===== src/rtl/mux_sel_arbiter.sv =====
// Two-stream round-robin arbiter that drives the 2:1 MUX select and forwards
// accepted beats through a one-entry registered output stage.
module mux_sel_arbiter #(
  parameter int WIDTH = 1,
  parameter int BURST = 4
) (
  input  logic             clk,
  input  logic             rst,
  input  logic             a_valid,
  input  logic [WIDTH-1:0] a_data,
  output logic             a_ready,
  input  logic             b_valid,
  input  logic [WIDTH-1:0] b_data,
  output logic             b_ready,
  output logic             sel,
  output logic             out_valid,
  output logic [WIDTH-1:0] out_data,
  output logic             out_src,
  input  logic             out_ready
);

  localparam int CW = (BURST > 1) ? $clog2(BURST) : 1;
  localparam logic [CW-1:0] CNT_LAST = CW'(BURST - 1);

  typedef enum logic [1:0] {
    S_IDLE  = 2'd0,
    S_GNT_A = 2'd1,
    S_GNT_B = 2'd2
  } state_t;

  state_t           r_state;
  state_t           w_state_next;
  logic             r_sel;
  logic             w_sel_next;
  logic [CW-1:0]    r_beat_cnt;
  logic [CW-1:0]    w_beat_cnt_next;
  logic             r_last_grant;
  logic             w_last_grant_next;
  logic             r_out_valid;
  logic [WIDTH-1:0] r_out_data;
  logic             r_out_src;
  logic             w_space;
  logic             w_acc_a;
  logic             w_acc_b;

  // State register plus the output holding stage
  always_ff @(posedge clk) begin
    if (rst) begin
      r_state      <= S_IDLE;
      r_sel        <= 1'b0;
      r_beat_cnt   <= '0;
      r_last_grant <= 1'b1;
      r_out_valid  <= 1'b0;
      r_out_data   <= '0;
      r_out_src    <= 1'b0;
    end else begin
      r_state      <= w_state_next;
      r_sel        <= w_sel_next;
      r_beat_cnt   <= w_beat_cnt_next;
      r_last_grant <= w_last_grant_next;
      if (w_space) begin
        r_out_valid <= w_acc_a | w_acc_b;
        r_out_src   <= r_sel;
        if (w_acc_a) begin
          r_out_data <= a_data;
        end else if (w_acc_b) begin
          r_out_data <= b_data;
        end
      end
    end
  end

  // Next-state logic: a grant ends when its source drops or its burst is
  // used up while the other side is waiting.
  always_comb begin
    w_state_next      = r_state;
    w_sel_next        = r_sel;
    w_beat_cnt_next   = r_beat_cnt;
    w_last_grant_next = r_last_grant;
    case (r_state)
      S_IDLE: begin
        if (a_valid && (!b_valid || r_last_grant)) begin
          w_state_next    = S_GNT_A;
          w_sel_next      = 1'b0;
          w_beat_cnt_next = '0;
        end else if (b_valid) begin
          w_state_next    = S_GNT_B;
          w_sel_next      = 1'b1;
          w_beat_cnt_next = '0;
        end
      end
      S_GNT_A: begin
        if (!a_valid) begin
          w_state_next      = S_IDLE;
          w_last_grant_next = 1'b0;
        end else if (w_acc_a) begin
          if (r_beat_cnt == CNT_LAST) begin
            w_beat_cnt_next = '0;
            if (b_valid) begin
              w_state_next      = S_GNT_B;
              w_sel_next        = 1'b1;
              w_last_grant_next = 1'b0;
            end
          end else begin
            w_beat_cnt_next = r_beat_cnt + 1'b1;
          end
        end
      end
      S_GNT_B: begin
        if (!b_valid) begin
          w_state_next      = S_IDLE;
          w_last_grant_next = 1'b1;
        end else if (w_acc_b) begin
          if (r_beat_cnt == CNT_LAST) begin
            w_beat_cnt_next = '0;
            if (a_valid) begin
              w_state_next      = S_GNT_A;
              w_sel_next        = 1'b0;
              w_last_grant_next = 1'b1;
            end
          end else begin
            w_beat_cnt_next = r_beat_cnt + 1'b1;
          end
        end
      end
      default: begin
        w_state_next = S_IDLE;
      end
    endcase
  end

  // Output logic: readys follow the grant, gated by room in the output stage
  always_comb begin
    w_space = !r_out_valid || out_ready;
    a_ready = (r_state == S_GNT_A) && w_space;
    b_ready = (r_state == S_GNT_B) && w_space;
    w_acc_a = a_valid && a_ready;
    w_acc_b = b_valid && b_ready;
  end

  assign sel       = r_sel;
  assign out_valid = r_out_valid;
  assign out_data  = r_out_data;
  assign out_src   = r_out_src;

endmodule


===== config.mk =====
export PLATFORM = sky130hd
export DESIGN_NAME = mux_sel_arbiter
export DESIGN_NICKNAME = d
export VERILOG_FILES = /design/src/rtl/mux_sel_arbiter.sv
export SDC_FILE = /design/constraint.sdc
export NUM_CORES = 1
export LEC_CHECK = 0
export ABC_AREA = 1
export CAP_MARGIN = 30
export CORE_UTILIZATION = 44
export CTS_CLUSTER_SIZE = 14
export DETAILED_ROUTE_END_ITERATION = 10
export GPL_TIMING_DRIVEN = 0
export PLACE_DENSITY = 0.75
export REMOVE_ABC_BUFFERS = 1
export SYNTH_ARGS = -nofsm -noshare
export SYNTH_HDL_FRONTEND = slang
export SYNTH_SLANG_ARGS = --single-unit

===== constraint.sdc =====
create_clock -name clk -period 1.43 [get_ports clk]
set_input_delay 0.286 -clock clk [delete_from_list [all_inputs] [get_ports clk]]
set_output_delay 0.286 -clock clk [all_outputs]
set_load 0.02 [all_outputs]

### Word-level counts from Yosys, hierarchy flattened

Index checks and enable logic that the tools add are counted.

| word-level totals | value |
|---|---|
| flip-flop bits (word level) | 9 |
| word-level logic and storage cells | 83 |

| cells by class | value |
|---|---|
| equality and inequality tests | 17 |
| $add $sub $neg | 1 |
| mux-type cells | 39 |
| bitwise logic cells | 1 |
| reductions and logical operators | 18 |

Operators by type and width:

| kind | number |
|---|---|
| 2-bit two-way mux | 16 |
| 3-bit != test (second input constant) | 7 |
| 1-bit two-way mux | 19 |
| 2-bit != test (second input constant) | 7 |
| 2-bit one-hot mux with 3 select lines | 2 |
| 8-bit AND reduction | 1 |
| 7-bit AND reduction | 1 |
| 6-bit AND reduction | 1 |
| 1-bit logical AND | 5 |
| 5-bit AND reduction | 1 |
| 2-bit equality test (second input constant) | 2 |
| 2-bit nonzero test | 2 |
| 1-bit one-hot mux with 3 select lines | 1 |
| 3-bit nonzero test | 1 |
| 2-bit by 1-bit adder with 2-bit output (second input constant) | 1 |
| 2-bit by 1-bit equality test with 1-bit output (second input constant) | 1 |
| 1-bit zero test | 2 |
| 2-bit zero test | 1 |
| 1-bit logical OR | 2 |
| 1-bit one-hot mux with 2 select lines | 1 |
| 2-bit AND reduction | 1 |
| 1-bit OR | 1 |

### Logic depth before layout (Yosys ltp)

Gate-level depths: netlist (run 1).

| logic depth | value |
|---|---|
| depth after elaboration | 7 |
| depth in mapped cells | 12 |
| mapped depth without buffers | 11 |

### Worst setup path before layout (run 1)

Ideal clock, no wire load.

| path | value |
|---|---|
| kind | flip-flop to flip-flop |
| start | register r_state[0] |
| end | register r_sel (netlist: sel) |
| stages on the path, launching flop included | 12 |
| path slack | 0.075 ns |
| arrival time | 1.240 ns |
| required time | 1.315 ns |
| cells stage by stage | dfxtp_1 -> inv_1 -> ha_1 -> clkbuf_2 -> nand2_1 -> nand2_1 -> inv_1 -> nand2_1 -> nor2_1 -> nand3_1 -> nand2_1 -> nor2_1 |

| on the way | value |
|---|---|
| word-level cells in the longest chain between the ends | 5 |

RTL lines:

| item | line | source |
|---|---|---|
| start, declared | 31 | `state_t r_state;` |
| start signal, assigned | 57 | `r_state <= w_state_next;` |
| 2-bit equality test or 2-bit by 1-bit equality test with 1-bit output (tied branches) | 80, 136, 135 |  |
| 1-bit logical AND (on tied branches) | 136, 135 |  |
| 1-bit logical AND (on tied branches) | 138, 137 |  |
| 2-bit != test (no line) | n/a |  |
| 8-bit AND reduction (no line) | n/a |  |
| end signal, assigned | 58 | `r_sel <= w_sel_next;` |
| end, declared | 33 | `logic r_sel;` |

Parallel ways exist; a longest one is shown, timed or not.
A chain may end at the register's enable or synchronous reset.

### Final worst setup path (run 1)

| path | value |
|---|---|
| start | register r_state[0] |
| end | output port b_ready |

| on the way | value |
|---|---|
| word-level cells in the longest chain between the ends | 2 |

RTL lines:

| item | line | source |
|---|---|---|
| 2-bit equality test | 136 | `b_ready = (r_state == S_GNT_B) && w_space;` |
| 1-bit logical AND | 136 |  |
| end, declared | 14 | `output logic b_ready,` |

Every way passes these cells.

==> metrics.md, run 1 <==
| Metric | Value |
|---|---|
| Hold Slack | `429 ps` |
| Combinational share of power | `0.540` |
| Worst Hold Path Cells | `5` |
| Avg Cell Area, Syn | `5.73 µm²` |
| Num rows | `13` |
| Input/output buffers | `12` |
| Final wirelength | `1600 µm` |
| TritonCTS clock tree | `built` |
| Non-filler instance count after layout | `152` |
| Outcome | `complete, no violations` |
| Fin Clk Skew | `6.96 ps` |
| Antenna violations before repair | `0` |
| Mapped Cells | `roughly 120` |
| Layout net count | `150` |
| Dpl cells | `141` |
| R2r worst-path depth | `10` |
| Switching pwr | `541 µW` |
| Post-cts hold buffer count | `0` |
| ANT cells | `0` |
| Vias in the first global route | `608` |
| Starting Density | `0.488` |
| P_leak | `0.514 nW` |
| Total grt overflow | `0` |
| CTS Buffer Depth | `2` |
| Crit start category | `flop` |
| Top Usage Layer GRT | `met2` |
| 1st-iter DRT viols | `24` |
| Synth top area cells | `dfxtp_1, nand2_1, inv_1, ha_1, nor2_1` |
| DR pass1 iterations | `4` |
| Register area share after synthesis | `0.273` |
| GP Congestion | `between 0.9 and 1` |
| Fin. max-slew vios | `0` |
| CP Data Required Time | `1140 ps` |
| DP Wirelength | `1150 µm` |
| Tmin final | `1420 ps` |
| RSZ-0062 raised after global routing | `yes` |
| Final hold vios | `0` |
| GRT Total Usage | `0.225` |
| Fmax | `between 0.7 and 0.8 GHz` |
| Clock Power Share | `0.156` |
| Via count | `770` |
| H-Tree Depth | `1` |
| Clock sinks | `9` |
| Setup-failing EPs final | `0` |
| Worst-Skew Late Latency | `260 ps` |
| Area growth syn-to-layout | `38.9%` |
| Yosys warns | `0` |
| Die area | `1660 µm²` |
| Max FO, Critical Path | `6` |
| Pwr per Cell Area | `1380 nW/µm²` |
| Setup TNS | `0 ps` |
| Synth top area share | `0.273` |
| Reg power frac | `0.304` |
| Largest net degree at the start of global routing | `7` |
| I/O Pins | `13` |
| Vias/cell | `5.07` |
| Post-DR wirelength/cell | `10.5 µm` |
| Met3 GRT Util | `0.0543` |
| Die width | `~41 µm` |
| Core area | `1350 µm²` |
| Root Buffer | `clkbuf_4` |
| Worst setup margin | `9.39 ps` |
| DRC viols | `0` |
| Int Power | `just over 700 µW` |
| HP Class | `in2reg` |
| Total CTS buffers | `3` |
| CP Capture Type | `primary output` |
| Flops & latches, synth | `9` |
| Crit path DAT | `~1100 ps` |
| Fin crit share | `0.993` |
| Worst hold endpoint | `r_state[1]` |
| Max IR drop VDD | `0.000709 V` |
| Total of max-cap violations | `0` |
| Synth area leader | `dfxtp_1` |
| Reg2reg end | `r_beat_cnt[0]` |
| Layout Cell Area excl Fill | `916 µm²` |
| First-pass GRT wire length | `2470 µm` |
| DP Area | `793 µm²` |
| Layout cell share with drive strength beyond 1 | `0.219` |
| Hold Startpoint | `b_valid` |
| Met2 GRT Util | `0.381` |
| Met1 Use GR | `0.288` |
| Clock-pin slew on the worst setup and hold paths | `70 ps` |
| Switching fraction of total power | `0.428` |
| Flop2flop setup slack | `~60 ps` |
| Least-Margin Pin Slew | `roughly 210 ps` |
| Slew margin rel. | `0.861` |
| Critical path type | `reg2out` |
| Die height | `40.7 µm` |
| Antenna Nets Post-Route | `0` |
| Synth unique cells | `14` |
| DP Worst Slack | `-624 ps` |
| Worst R2R Start | `r_state[0]` |
| Post-synthesis cell area | `659 µm²` |
sequential cells by signal (all words and copies together), names as in the netlist:
name and flops:
out_valid 1, r_last_grant 1, out_data 1, r_state 2
r_beat_cnt 2, sel 1, out_src 1
metal layers:
layer / vias to the layer above / share of wire
met3: 2 / 0.066
met4: 0 / 0.0025
met1: 332 / 0.46
met2: 37 / 0.47
li1: 399 / -
met5: - / 0
power groups by stage:
stage / Clock (mW) / Sequential, mW / Combinational (mW)
4_1_cts: 0.202 / 0.383 / 0.638
2_1_floorplan: 0 / 0.401 / 0.404
6_report: 0.198 / 0.384 / 0.682
3_3_place_gp: 0 / 0.375 / 0.597
3_5_place_dp: 0 / 0.379 / 0.606
5_1_grt: 0.217 / 0.392 / 0.769
stage by stage:
| stage | power (mW) | util |
|---|---|---|
| 6_report | 1.26 | 0.678 |
| 5_1_grt | 1.38 | 0.678 |
| 4_1_cts | 1.22 | 0.648 |
| 3_5_place_dp | 0.984 | 0.588 |
| 3_3_place_gp | 0.972 | 0.588 |
| 2_1_floorplan | 0.805 | - |
Yosys cell counts:
cell type  number
nor2_1         16
a21oi_1        10
o21ai_0         5
clkinv_1        1
inv_1          17
nand3_1         4
nand2_1        41
clkbuf_2        1
ha_1            5
inv_2           1
nand2_2         2
o21ai_1         2
dfxtp_1         9
a21oi_2         1
placed cells by master, fill, tap and decap left out:
cell type,instances
nand2_1,39
nor2_1,15
inv_1,11
a21oi_1,10
buf_4,9
dfxtp_1,7
inv_2,5
nand2_2,4
nand3_1,4
o21ai_0,4
clkdlybuf4s50_1,4
dlygate4sd2_1,4
ha_1,3
clkbuf_4,3
inv_4,2
o21ai_1,2
ha_4,2
dlymetal6s2s_1,2
dfxtp_4,2
clkinv_1,1
a21oi_2,1
o21ai_2,1
nor2_2,1
clkbuf_1,1
worst max-delay path by stage:
stage          startpoint  endpoint  slack (ps)
2_1_floorplan  r_state[1]   a_ready         110
3_3_place_gp    out_ready   b_ready        -640
3_5_place_dp    out_ready   b_ready        -620
4_1_cts        r_state[1]   a_ready         -60
5_1_grt        r_state[0]   b_ready         -50
6_report       r_state[0]   b_ready           9
critical path, cell delays in order (launching register included):
cell and delay, ps:
dfxtp_4 370, inv_4 60, ha_4 160, inv_2 40, nor2_1 90, buf_4 140
repair_timing:
item | CTS | global route
resized for setup | 27 | 10
pin swaps | 1 | 7
setup endpoints to repair | 13 | 8
setup buffers | 4 | 3
cell families after synthesis:
family / share of synthesized area
simple gates: 0.374
flops: 0.273
fa+ha+maj: 0.0949
compound gates: 0.142
buf+inv: 0.116
cell type report:
type                            count  area (µm²)
Clock buffer                        4        26.3
Timing Repair Buffer               19         168
Inverter                           19        76.3
Tap cell                           15        18.8
Multi-Input combinational cell     86         439
Fill cell                         129         434
Sequential cell                     9         188
(Power assumes the default switching activity.)
==> run 2: changes to the inputs <==
Settings changed: SKIP_LAST_GASP set to 1.
==> results of run 2 <==
Same layout as run 1: the final DEF is identical, and so are final timing and power.
Main changes from that run: number of gates resized after CTS 27 -> 25
